==> src/rtl/mesh_pkt_injector.sv <==
// mesh_pkt_injector: multi-channel mesh packet source with per-channel FIFO, pndng/popin delivery and status
module mesh_pkt_injector #(
    parameter int          ROWS       = 4,
    parameter int          COLUMS     = 4,
    parameter int          NCH        = 16,
    parameter int          pckg_sz    = 40,
    parameter int          fifo_depth = 4,
    parameter logic [7:0]  bdcst      = 8'hFF,
    parameter int          CNT_W      = 16
) (
    input  logic                           clk,
    input  logic                           reset,
    input  logic [NCH-1:0]                 wr_en,
    input  logic [NCH*4-1:0]               wr_row,
    input  logic [NCH*4-1:0]               wr_colum,
    input  logic [NCH-1:0]                 wr_mode,
    input  logic [NCH-1:0]                 wr_bcst,
    input  logic [NCH*(pckg_sz-17)-1:0]    wr_payload,
    output logic [NCH*pckg_sz-1:0]         data_out_i_in,
    output logic [NCH-1:0]                 pndng_i_in,
    input  logic [NCH-1:0]                 popin,
    output logic [NCH-1:0]                 full,
    output logic [NCH-1:0]                 ovf,
    output logic [NCH-1:0]                 dst_err,
    output logic [NCH*CNT_W-1:0]           sent_cnt
);
    localparam int PW = pckg_sz - 17;
    localparam int AW = $clog2(fifo_depth);
    localparam int CW = $clog2(fifo_depth + 1);

    for (genvar c = 0; c < NCH; c++) begin : g_ch
        logic [pckg_sz-1:0] mem_q [fifo_depth];
        logic [pckg_sz-1:0] last_q, pkt;
        logic [AW-1:0]      wr_ptr_q, rd_ptr_q;
        logic [CW-1:0]      cnt_q, cnt_d;
        logic [CNT_W-1:0]   sent_q;
        logic               ovf_q, dst_q, legal, push, pop, is_full, drop;
        logic [3:0]         row, col;

        // Header assembly, destination legality and push/pop qualification
        always_comb begin
            row     = wr_row[c*4 +: 4];
            col     = wr_colum[c*4 +: 4];
            pkt     = {wr_bcst[c] ? bdcst : 8'h00, row, col, wr_mode[c], wr_payload[c*PW +: PW]};
            legal   = wr_bcst[c] || (int'(row) <= ROWS + 1 && int'(col) <= COLUMS + 1);
            is_full = cnt_q == CW'(fifo_depth);
            pop     = popin[c] && cnt_q != '0;
            push    = wr_en[c] && legal && (!is_full || popin[c]);
            drop    = wr_en[c] && legal && is_full && !popin[c];
            cnt_d   = (push && !pop) ? cnt_q + 1'b1 : (!push && pop) ? cnt_q - 1'b1 : cnt_q;
        end

        // Pointers, occupancy, sticky overflow, error pulse, sent counter and held head
        always_ff @(posedge clk or posedge reset) begin
            if (reset) begin
                wr_ptr_q <= '0;
                rd_ptr_q <= '0;
                cnt_q    <= '0;
                sent_q   <= '0;
                ovf_q    <= 1'b0;
                dst_q    <= 1'b0;
                last_q   <= '0;
            end else begin
                wr_ptr_q <= push ? wr_ptr_q + 1'b1 : wr_ptr_q;
                rd_ptr_q <= pop ? rd_ptr_q + 1'b1 : rd_ptr_q;
                cnt_q    <= cnt_d;
                sent_q   <= pop ? sent_q + 1'b1 : sent_q;
                ovf_q    <= ovf_q || drop;
                dst_q    <= wr_en[c] && !legal;
                last_q   <= cnt_q != '0 ? mem_q[rd_ptr_q] : last_q;
            end
        end

        // Packet storage; contents are only visible while the channel is pending
        always_ff @(posedge clk) begin
            if (push) mem_q[wr_ptr_q] <= pkt;
        end

        assign pndng_i_in[c]                      = cnt_q != '0;
        assign full[c]                            = is_full;
        assign ovf[c]                             = ovf_q;
        assign dst_err[c]                         = dst_q;
        assign sent_cnt[c*CNT_W +: CNT_W]         = sent_q;
        assign data_out_i_in[c*pckg_sz +: pckg_sz] = cnt_q != '0 ? mem_q[rd_ptr_q] : last_q;
    end
endmodule

==> config.mk <==
export PLATFORM = sky130hd
export DESIGN_NAME = mesh_pkt_injector
export DESIGN_NICKNAME = d
export VERILOG_FILES = /design/src/rtl/mesh_pkt_injector.sv
export SDC_FILE = /design/constraint.sdc
export NUM_CORES = 2
export LEC_CHECK = 0
export ABC_AREA = 1
export BUFFER_PORTS_ARGS = -buffer_cell sky130_fd_sc_hd__clkbuf_2
export CAP_MARGIN = 40
export CORE_AREA = 2 2 584 586
export DETAILED_ROUTE_END_ITERATION = 10
export DIE_AREA = 0 0 586 588
export HOLD_SLACK_MARGIN = 0.15
export SLEW_MARGIN = 10
export SYNTH_ARGS = -nofsm -noshare
export SYNTH_HDL_FRONTEND = slang
export SYNTH_SLANG_ARGS = --single-unit
export TNS_END_PERCENT = 50
==> constraint.sdc <==
create_clock -name clk -period 31.1 [get_ports clk]
set_input_delay 3.11 -clock clk [delete_from_list [all_inputs] [get_ports clk]]
set_output_delay 3.11 -clock clk [all_outputs]
set_load 0.05 [all_outputs]
==> results.sh <==
export IMPL_cp_required_ps=27990
export IMPL_clockRootBuffer="clkbuf_16"
export IMPL_rsz0062_at_grt="false"
export IMPL_arrival_ps=4010
export IMPL_ir_worst_vdd_v=0.0001001
export IMPL_finalHoldViolCount=0
export IMPL_power_mw=17.98
export IMPL_path_cells="clkinv_1 > buf_4 > nor2_1 > o21ai_0 > a31oi_1 > clkbuf_2"
export IMPL_end_kind="primary output"
export IMPL_ys_seq_elements=3152
export IMPL_ant_nets=0
export IMPL_cts_tree="yes"
export IMPL_initial_core_util=0.3636
export IMPL_p_leak_nw=58.02
export IMPL_path_clk_slew_ps=60
export IMPL_reg2reg_to="g_ch[11].cnt_q[2]"
export IMPL_setup_tns_ps=0
export IMPL_yosys_warnings=0
export IMPL_synth_fa_ha_area_frac=0.01236
export IMPL_synth_mux_area_frac=0.001464
export IMPL_multi_input_comb_area_mm2=0.02987
export IMPL_finClkSkew_ps=39.11
export IMPL_syn_num_nets=11060
export IMPL_vias=81870
export IMPL_die_w_um=586
export IMPL_wl_per_cell_um=21.55
export IMPL_synth_distinct_cells=36
export IMPL_io_pin_count=1522
export IMPL_grt_overflow_total=0
export IMPL_syn2layout_area_growth_pct=19.50
export IMPL_max_clock_freq_mhz=140.5
export IMPL_die_height_um=588
export IMPL_final_util=0.4346
export IMPL_critPathMaxStageDelay_ps=950
export IMPL_path_class="register to primary output"
export IMPL_max_slew_margin_rel=0.3962
export IMPL_fin_crit_sh=0.2288
export IMPL_ys_async_sr_fraction=0.3299
export IMPL_holdCritPathClass="register to register"
export IMPL_reg2regPathDepth=9
export IMPL_cts_resized=0
export IMPL_cts_buffer_depth=4
export IMPL_ff2ff_setup_slack_ps=28070
export IMPL_final_area_mm2=0.1471
export IMPL_p_per_area_mw_per_mm2=122.3
export IMPL_cts_max_level=5
export IMPL_fillerInstances=31390
export IMPL_drtIter0Drc=5487
export IMPL_ys_seq_area_frac=0.7268
export IMPL_final_layout_size_suffix_gt1_frac=0.1952
export IMPL_grt_pass1_vias=76270
export IMPL_tightest_slew_ps=905.8
export IMPL_grt_pass1_wl_um=520700
export IMPL_drc=0
export IMPL_synthFlopType="edfxtp_1"
export IMPL_viasPerCell=4.881
export IMPL_avgSynthCellArea_um2=11.85
export IMPL_fin_crit_ps=7117
export IMPL_min_path_cells=2
export IMPL_whs_ps=473.1
export IMPL_coreArea_mm2=0.3384
export IMPL_port_buffers=1521
export IMPL_synthCells=10390
export IMPL_finalSetupViolCount=0
export IMPL_register_area_mm2=0.08948
export IMPL_path_max_fanout=35
export IMPL_synth_top_family_by_area="simple AND/OR/NAND/NOR gates"
export IMPL_holdPathEnd="g_ch[15].last_q[14]"
export IMPL_yosys_area_share_simple=0.1388
export IMPL_drv_slew=0
export IMPL_hold_start="g_ch[15].last_q[14]"
export IMPL_wl_um=361400
export IMPL_cts_sinks=3152
export IMPL_cts_hold_buf=0
export IMPL_drt_pass1_iter_count=5
export IMPL_globalplace_congestion=0.8792
export IMPL_cap_violations=0
export IMPL_crit_path_start_kind="register"
export IMPL_cts_buffers=336
export IMPL_synth_edff_count=2112
export IMPL_layout_nets=12550
export IMPL_slowest_stage="dfrtp_2"
export IMPL_insertion_delay_ps=910
export IMPL_final_cell_mix="nor2_1, edfxtp_1, clkbuf_2, o21ai_0, dfrtp_1"
export IMPL_status="finished, final reports clean"
export IMPL_dieArea_mm2=0.3446
export IMPL_synthXorXnorAreaFrac=0.01487
export IMPL_num_rows=214
export IMPL_post_cts_setup_buffers=0
export IMPL_grt_max_degree=133
export IMPL_syn_area_mm2=0.1231
export IMPL_dpl_cell_area_mm2=0.1356
export IMPL_dp_hpwl_um=242400
export IMPL_final_common_cell="nor2_1"
export IMPL_rr_startpoint="g_ch[11].cnt_q[0]"
export IMPL_grt_total_usage=0.2023
export IMPL_synth_compound_area_frac=0.07206
export IMPL_antenna_found_initial=139
logic make-up (layout without fill, tap and decap cells):
family / after synthesis / in the layout
DFF: 3152 / 3152
buffers and inverters: 970 / 2746
other: 0 / 70
muxes: 16 / 16
and+or+nand+nor: 4299 / 4299
adders and majority gates: 112 / 112
xor gates and xnor gates: 209 / 209
AOI/OAI and AO/OA: 1632 / 1632
synth_stat cells, drive strengths merged, types with 36 or more instances:
master | number | area share
nor2 | 2953 | 0.092
edfxtp | 2112 | 0.52
o21ai | 1075 | 0.044
dfrtp | 1040 | 0.21
nand2 | 976 | 0.030
a31oi | 511 | 0.026
inv | 436 | 0.013
buf | 290 | 0.013
clkbuf | 243 | 0.0076
nand3 | 232 | 0.0099
xor2 | 127 | 0.0090
ha | 96 | 0.0098
nand4 | 82 | 0.0042
xnor2 | 82 | 0.0058
nor3 | 36 | 0.0017
registers in the layout, summed over array words and instances (netlist names):
register,flops
g_ch.rd_ptr_q,32
g_ch.sent_q,256
g_ch.ovf_q,16
g_ch.mem_q,2112
g_ch.cnt_q,48
g_ch.dst_q,16
g_ch.wr_ptr_q,32
g_ch.last_q,640
worst max path at each step:
stage,cells past startpoint,startpoint,end
floorplan,1,reset,g_ch[0].cnt_q[0]
global placement,7,reset,g_ch[4].rd_ptr_q[0]
detailed placement,7,reset,g_ch[4].rd_ptr_q[0]
CTS,6,g_ch[11].rd_ptr_q[1],data_out_i_in[461]
global route,6,g_ch[11].rd_ptr_q[1],data_out_i_in[461]
finish,6,g_ch[11].rd_ptr_q[1],data_out_i_in[461]
report_power, final:
group | internal, mW | leakage, nW | switching [mW]
Sequential | 5.45 | 31.6 | 0.373
Combinational | 1.58 | 20.9 | 6.53
Clock | 2.39 | 5.50 | 1.66
critical path: cells and delay by family (launching register included):
| kind | cells | cell delay [ps] |
|---|---|---|
| flip-flops | 1 | 950 |
| AND/OR/NAND/NOR | 1 | 120 |
| AO/OA/AOI/OAI | 2 | 410 |
| buffers and inverters | 3 | 1590 |
cell type report:
class | count | area share
Timing Repair Buffer | 1685 | 0.06115
Multi-Input combinational cell | 6268 | 0.2031
Tap cell | 4536 | 0.03859
Inverter | 437 | 0.01121
Sequential cell | 3152 | 0.6084
Clock inverter | 145 | 0.01100
Antenna cell | 70 | 0.001191
Clock buffer | 479 | 0.06539
through the flow:
step           cells  worst slack (ps)
5_1_grt        16730             23760
3_3_place_gp   16070             23520
3_5_place_dp   16080             23470
6_report       16770             23980
4_1_cts        16700             23910
2_1_floorplan  10390             13650
metal layers:
| metal | vias up | share of wire | GRT usage |
|---|---|---|---|
| li1 | 38700 | - | - |
| met4 | 82 | 0.040 | 0.08054 |
| met5 | - | 0.0015 | 0 |
| met2 | 2434 | 0.47 | 0.3308 |
| met1 | 39950 | 0.40 | 0.2492 |
| met3 | 700 | 0.087 | 0.06201 |
No activity file was read; power rests on OpenSTA's default activity.
